--- src/rtl/cmp_arbiter.sv ---
// cmp_arbiter: round-robin arbiter that shares one unsigned magnitude comparator
// among NUM_REQ requesters. It grants one operand pair, lets the comparator settle
// for a cycle, registers the flags and returns them with the requester index.
//
// Ports:
//   clk, rst_n            clock, asynchronous active-low reset
//   req_valid/req_ready   per-requester request handshake (req_ready is one-hot or zero)
//   req_a/req_b           packed operands, requester i at [i*DATA_WIDTH +: DATA_WIDTH]
//   rsp_valid/rsp_ready   response handshake
//   rsp_id                index of the requester being answered
//   rsp_equal/lower/greater  registered comparison flags (exactly one set per response)
//   cmp_count             completed responses, wraps at 16 bits
module cmp_arbiter #(
    parameter int unsigned NUM_REQ    = 4,
    parameter int unsigned DATA_WIDTH = 8,
    parameter int unsigned ID_W       = $clog2(NUM_REQ)
) (
    input  logic                          clk,
    input  logic                          rst_n,
    input  logic [NUM_REQ-1:0]            req_valid,
    output logic [NUM_REQ-1:0]            req_ready,
    input  logic [NUM_REQ*DATA_WIDTH-1:0] req_a,
    input  logic [NUM_REQ*DATA_WIDTH-1:0] req_b,
    output logic                          rsp_valid,
    input  logic                          rsp_ready,
    output logic [ID_W-1:0]               rsp_id,
    output logic                          rsp_equal,
    output logic                          rsp_lower,
    output logic                          rsp_greater,
    output logic [15:0]                   cmp_count
);

    localparam int unsigned CNT_W = 16;

    typedef enum logic [1:0] {
        ST_IDLE = 2'd0,
        ST_EVAL = 2'd1,
        ST_RESP = 2'd2
    } state_t;

    state_t                  state_q, state_d;
    logic [ID_W-1:0]         ptr_q, ptr_d;
    logic [DATA_WIDTH-1:0]   op_a_q, op_a_d;
    logic [DATA_WIDTH-1:0]   op_b_q, op_b_d;
    logic [ID_W-1:0]         rsp_id_q, rsp_id_d;
    logic                    rsp_valid_q, rsp_valid_d;
    logic                    rsp_equal_q, rsp_equal_d;
    logic                    rsp_lower_q, rsp_lower_d;
    logic                    rsp_greater_q, rsp_greater_d;
    logic [CNT_W-1:0]        cmp_count_q, cmp_count_d;

    logic [DATA_WIDTH-1:0]   a_arr_c [NUM_REQ];
    logic [DATA_WIDTH-1:0]   b_arr_c [NUM_REQ];
    logic                    grant_found_c;
    logic [ID_W-1:0]         grant_id_c;
    logic [ID_W-1:0]         ptr_next_c;
    logic                    cmp_equal_c, cmp_lower_c, cmp_greater_c;

    // Unpack the flat operand buses per requester.
    always_comb begin
        for (int unsigned i = 0; i < NUM_REQ; i++) begin
            a_arr_c[i] = req_a[i*DATA_WIDTH +: DATA_WIDTH];
            b_arr_c[i] = req_b[i*DATA_WIDTH +: DATA_WIDTH];
        end
    end

    // Round-robin search: first valid requester at or after ptr, wrapping.
    always_comb begin
        int unsigned idx;
        idx           = 0;
        grant_found_c = 1'b0;
        grant_id_c    = '0;
        for (int unsigned k = 0; k < NUM_REQ; k++) begin
            idx = 32'(ptr_q) + k;
            if (idx >= NUM_REQ) begin
                idx = idx - NUM_REQ;
            end
            if (!grant_found_c && req_valid[ID_W'(idx)]) begin
                grant_found_c = 1'b1;
                grant_id_c    = ID_W'(idx);
            end
        end
        ptr_next_c = (grant_id_c == ID_W'(NUM_REQ - 1)) ? '0 : grant_id_c + ID_W'(1);
    end

    // Shared comparator, fed only from the captured operand registers.
    always_comb begin
        cmp_equal_c   = (op_a_q == op_b_q);
        cmp_lower_c   = (op_a_q <  op_b_q);
        cmp_greater_c = (op_a_q >  op_b_q);
    end

    // Grant is combinational from state and req_valid; held low while in reset.
    always_comb begin
        req_ready = '0;
        if (rst_n && (state_q == ST_IDLE) && grant_found_c) begin
            req_ready[grant_id_c] = 1'b1;
        end
    end

    // Next-state and register updates.
    always_comb begin
        state_d       = state_q;
        ptr_d         = ptr_q;
        op_a_d        = op_a_q;
        op_b_d        = op_b_q;
        rsp_id_d      = rsp_id_q;
        rsp_valid_d   = rsp_valid_q;
        rsp_equal_d   = rsp_equal_q;
        rsp_lower_d   = rsp_lower_q;
        rsp_greater_d = rsp_greater_q;
        cmp_count_d   = cmp_count_q;

        case (state_q)
            ST_IDLE: begin
                if (grant_found_c) begin
                    op_a_d   = a_arr_c[grant_id_c];
                    op_b_d   = b_arr_c[grant_id_c];
                    rsp_id_d = grant_id_c;
                    ptr_d    = ptr_next_c;
                    state_d  = ST_EVAL;
                end
            end
            ST_EVAL: begin
                rsp_equal_d   = cmp_equal_c;
                rsp_lower_d   = cmp_lower_c;
                rsp_greater_d = cmp_greater_c;
                rsp_valid_d   = 1'b1;
                state_d       = ST_RESP;
            end
            ST_RESP: begin
                if (rsp_ready) begin
                    rsp_valid_d = 1'b0;
                    cmp_count_d = cmp_count_q + CNT_W'(1);
                    state_d     = ST_IDLE;
                end
            end
            default: begin
                state_d = ST_IDLE;
            end
        endcase
    end

    // State and datapath registers.
    always_ff @(posedge clk or negedge rst_n) begin
        if (!rst_n) begin
            state_q       <= ST_IDLE;
            ptr_q         <= '0;
            op_a_q        <= '0;
            op_b_q        <= '0;
            rsp_id_q      <= '0;
            rsp_valid_q   <= 1'b0;
            rsp_equal_q   <= 1'b0;
            rsp_lower_q   <= 1'b0;
            rsp_greater_q <= 1'b0;
            cmp_count_q   <= '0;
        end else begin
            state_q       <= state_d;
            ptr_q         <= ptr_d;
            op_a_q        <= op_a_d;
            op_b_q        <= op_b_d;
            rsp_id_q      <= rsp_id_d;
            rsp_valid_q   <= rsp_valid_d;
            rsp_equal_q   <= rsp_equal_d;
            rsp_lower_q   <= rsp_lower_d;
            rsp_greater_q <= rsp_greater_d;
            cmp_count_q   <= cmp_count_d;
        end
    end

    assign rsp_valid   = rsp_valid_q;
    assign rsp_id      = rsp_id_q;
    assign rsp_equal   = rsp_equal_q;
    assign rsp_lower   = rsp_lower_q;
    assign rsp_greater = rsp_greater_q;
    assign cmp_count   = cmp_count_q;

endmodule

--- config.mk ---
export PLATFORM = sky130hd
export DESIGN_NAME = cmp_arbiter
export DESIGN_NICKNAME = d
export VERILOG_FILES = /design/src/rtl/cmp_arbiter.sv
export SDC_FILE = /design/constraint.sdc
export NUM_CORES = 1
export LEC_CHECK = 0
export ABC_AREA = 1
export CAP_MARGIN = 20
export CORE_MARGIN = 2
export CORE_UTILIZATION = 50
export DETAILED_ROUTE_END_ITERATION = 10
export PLACE_DENSITY = 0.86
export SETUP_SLACK_MARGIN = 0.15
export SYNTH_ARGS = -nofsm -noshare
export SYNTH_HDL_FRONTEND = slang
export SYNTH_SLANG_ARGS = --single-unit
--- constraint.sdc ---
create_clock -name clk -period 3.4 [get_ports clk]
set_clock_uncertainty 0.2 [all_clocks]
set_input_delay 0.51 -clock clk [delete_from_list [all_inputs] [get_ports clk]]
set_output_delay 0.51 -clock clk [all_outputs]
set_load 0.005 [all_outputs]
==> flow_metrics.tcl <==
set metrics [dict create \
    clk_pin_slew_ns 0.07 \
    first_pass_iters 4 \
    p_leak_nw 2.235 \
    hold_viol 0 \
    vias 3096 \
    worstSkewPairLatency_ns 0.29 \
    synth_xor_area_frac 0.04421 \
    via_per_inst 5.151 \
    cp_data_required_time_ns 2.69 \
    synth_nets 514 \
    regArea_um2 1052 \
    cts_root_buf "clkbuf_8" \
    numCtsBuffers 5 \
    p_switching_mw 1.993 \
    maxSlewViolCount 0 \
    synth-simple-area-share 0.4038 \
    netlist_area_um2 2972 \
    drtAntennaViolNets 0 \
    setup.worst_path.class "input port to output port" \
    antenna_found_initial 0 \
    fin_util 0.7065 \
    die_area_um2 6576 \
    crit_arrival_ns 2.48 \
    p_seq_frac 0.216 \
    cp-end-kind "output port" \
    start_kind "input port" \
    final_cell_area_um2 4109 \
    start_util 0.5110 \
    hold_buffers 0 \
    dpl_worst_slack_ns 0.1679 \
    dieWidth_um 81.09 \
    place.gp.congestion 0.8761 \
    clock.fmax_mhz 313.0 \
    htreeDepth 2 \
    worst_pin_slew_ns 0.5053 \
    p_int_mw 1.928 \
    synthesis.instances 433 \
    synth_cell_types 30 \
    syn_avg_cell_area_um2 6.863 \
    placed_area_um2 3964 \
    die-height_um 81.09 \
    routed_wl_um 7418 \
    fin_crit_ns 3.195 \
    ir_drop_uv 721.3 \
    fin_crit_sh 0.9396 \
    worst_slack_ns 0.2055 \
    tns_ns 0 \
    nets 606 \
    status "finished, final reports clean" \
    cap_violations 0 \
    multi_input_area_um2 1582 \
    ys_warn_count 0 \
    muxShareOfSynthArea 0.003789 \
    route.detailed.drc 0 \
    powerDensity_nw_per_um2 954.3 \
    slowest_stage "clkdlybuf4s50_1" \
    post_drt_wl_per_cell_um 12.34 \
    drive_gt1_frac 0.07795 \
    drt_iter0_markers 188 \
    grtUsageTotal 0.2395 \
    clock_power_share 0.097 \
    cts_resized 0 \
    finalSetupViolations 0 \
    path_max_fanout 5 \
    synth-seq-cells 42 \
    crit_chain "clkdlybuf4s50_1 -> inv_1 -> nand2_1 -> nand3_1 -> nand2_2 -> nor2_4 -> nand3_2 -> nand3_4 -> ha_1 -> inv_1 -> nor2_1 -> clkdlybuf4s50_1" \
    final_cells 601 \
    hold_path_class "input port to asynchronous set/reset pin" \
    postCtsSetupBuffers 0 \
    dpl.cell_count 593 \
    slew_headroom 0.6631 \
    grt_pass1_vias 2870 \
    nFillCells 500 \
    ctsLongestPathBuffers 2 \
    grt_max_degree 43 \
    grt.overflow.total 0 \
    synth_fa_ha_area_frac 0.04211 \
    cts_tree "yes" \
    core_area_um2 5816 \
    cts.sinks 42 \
    combPwrFrac 0.687 \
    ys_seq_area_frac 0.3537 \
    grt_pass1_wl_um 12420 \
    rsz0062_at_grt "true" \
    worst_path_largest_cell_delay_ns 0.51 \
    synth_compound_area_frac 0.02905 \
    p_sw_frac 0.5082 \
    synth_top_family_by_area "simple AND/OR/NAND/NOR gates" \
    io_buffers 96 \
    antenna_cells 0 \
    place_hpwl_um 5778 \
    num_rows 28 \
    area_growth_syn_to_layout_pct 38.27 \
    ios 97 \
]
[synthesized netlist by cell type (all sizes together)]
master | n | area [um2]
a21o | 1 | 7.510
dfrtp | 42 | 1051
nand3 | 35 | 210.2
o21bai | 1 | 7.510
inv | 63 | 241.5
ha | 10 | 125.1
o21ai | 7 | 35.03
buf | 19 | 121.4
nor3 | 7 | 40.04
nor2 | 17 | 73.82
mux2 | 1 | 11.26
clkbuf | 1 | 3.750
nand4 | 35 | 219.0
xnor2 | 6 | 52.55
nand2 | 173 | 656.9
a31oi | 2 | 12.51
a21oi | 3 | 15.01
xor2 | 9 | 78.83
a22o | 1 | 8.760
[state kept, by name (all words and copies together) (netlist names)]
| register | cells |
|---|---|
| rsp_greater | 1 |
| op_b_q | 8 |
| ptr_q | 2 |
| rsp_equal | 1 |
| rsp_lower | 1 |
| state_q | 2 |
| op_a_q | 8 |
| rsp_valid | 1 |
| rsp_id | 2 |
| cmp_count | 16 |
[power groups by stage]
stage	registers, mW	clock network (mW)	logic (mW)
2_1_floorplan	0.803	0	2.00
5_1_grt	0.866	0.404	3.07
3_3_place_gp	0.842	0	2.52
6_report	0.847	0.379	2.70
3_5_place_dp	0.852	0	2.63
4_1_cts	0.844	0.390	2.65
[layout make-up]
cell class                 count  share of cell area
multi-input combinational    308              0.3849
sequential                    42              0.2561
timing repair buffer         105              0.2509
inverter                      63             0.05877
tap                           75             0.02284
clock buffer                   5             0.01675
clock inverter                 3            0.009744
[metal layers]
layer	vias up	wire, um	track usage
met5	-	0	0
met4	0	129	0.07288
met3	10	608	0.04889
met2	126	3556	0.4190
met1	1400	3123	0.2966
li1	1560	-	-
[cell families (layout without fill, tap and decap cells)]
kind of cell / count (synthesis) / after routing
simple gates: 267 / 267
compound gates: 15 / 15
xor+xnor: 15 / 15
flops: 42 / 42
mux: 1 / 1
buf+inv: 83 / 176
fa+ha+maj: 10 / 10
[final timing paths]
| kind | from | to | slack, ns | cells past startpoint |
|---|---|---|---|---|
| worst max-delay path | req_valid[1] | req_ready[2] | 0.21 | 12 |
| worst min-delay path | rst_n | cmp_count[1]$_DFFE_PN0P_ | 0.14 | 2 |
| worst max register to register | ptr_q[1]$_DFFE_PN0P_ | op_a_q[7]$_DFFE_PN0P_ | 1.06 | 15 |
| worst min register to register | cmp_count[15]$_DFFE_PN0P_ | cmp_count[15]$_DFFE_PN0P_ | 0.29 | 1 |
| max in group asynchronous | rst_n | ptr_q[0]$_DFFE_PN0P_ | 2.50 | 2 |
| min in group clk | cmp_count[15]$_DFFE_PN0P_ | cmp_count[15]$_DFFE_PN0P_ | 0.29 | 1 |
[critical path, delay by kind of cell]
family                     cells  cell delay [ns]
adders and majority gates      1             0.15
buffers and inverters          4             1.06
and+or+nand+nor                7             0.76
[metrics by stage]
stage,total power [mW],hold slack (ns)
2_1_floorplan,2.806,0.01441
3_3_place_gp,3.361,0.2592
3_5_place_dp,3.484,0.2734
4_1_cts,3.885,0.1459
5_1_grt,4.340,0.1864
6_report,3.921,0.1375
[cell usage in the layout (no fill, tap or decap)]
cell type,count
buf_2,1
clkdlybuf4s50_1,92
o21bai_1,1
xor2_1,9
nor2_4,1
inv_1,57
clkbuf_8,5
nand4_1,35
nor3_1,5
clkinv_2,2
nand3_2,3
nor2_1,15
dfrtp_2,1
a21o_1,1
nor3_2,2
xnor2_1,6
nand2_2,5
buf_4,9
mux2_2,1
nor2_2,1
nand3_4,3
inv_2,5
bufinv_16,1
ha_1,10
dfrtp_1,41
o21ai_1,1
a21oi_1,3
o21ai_0,6
inv_6,1
nand3_1,29
a31oi_1,2
nand2_1,168
dlymetal6s2s_1,3
a22o_1,1
Note: power is estimated with default switching activity, not from simulation.
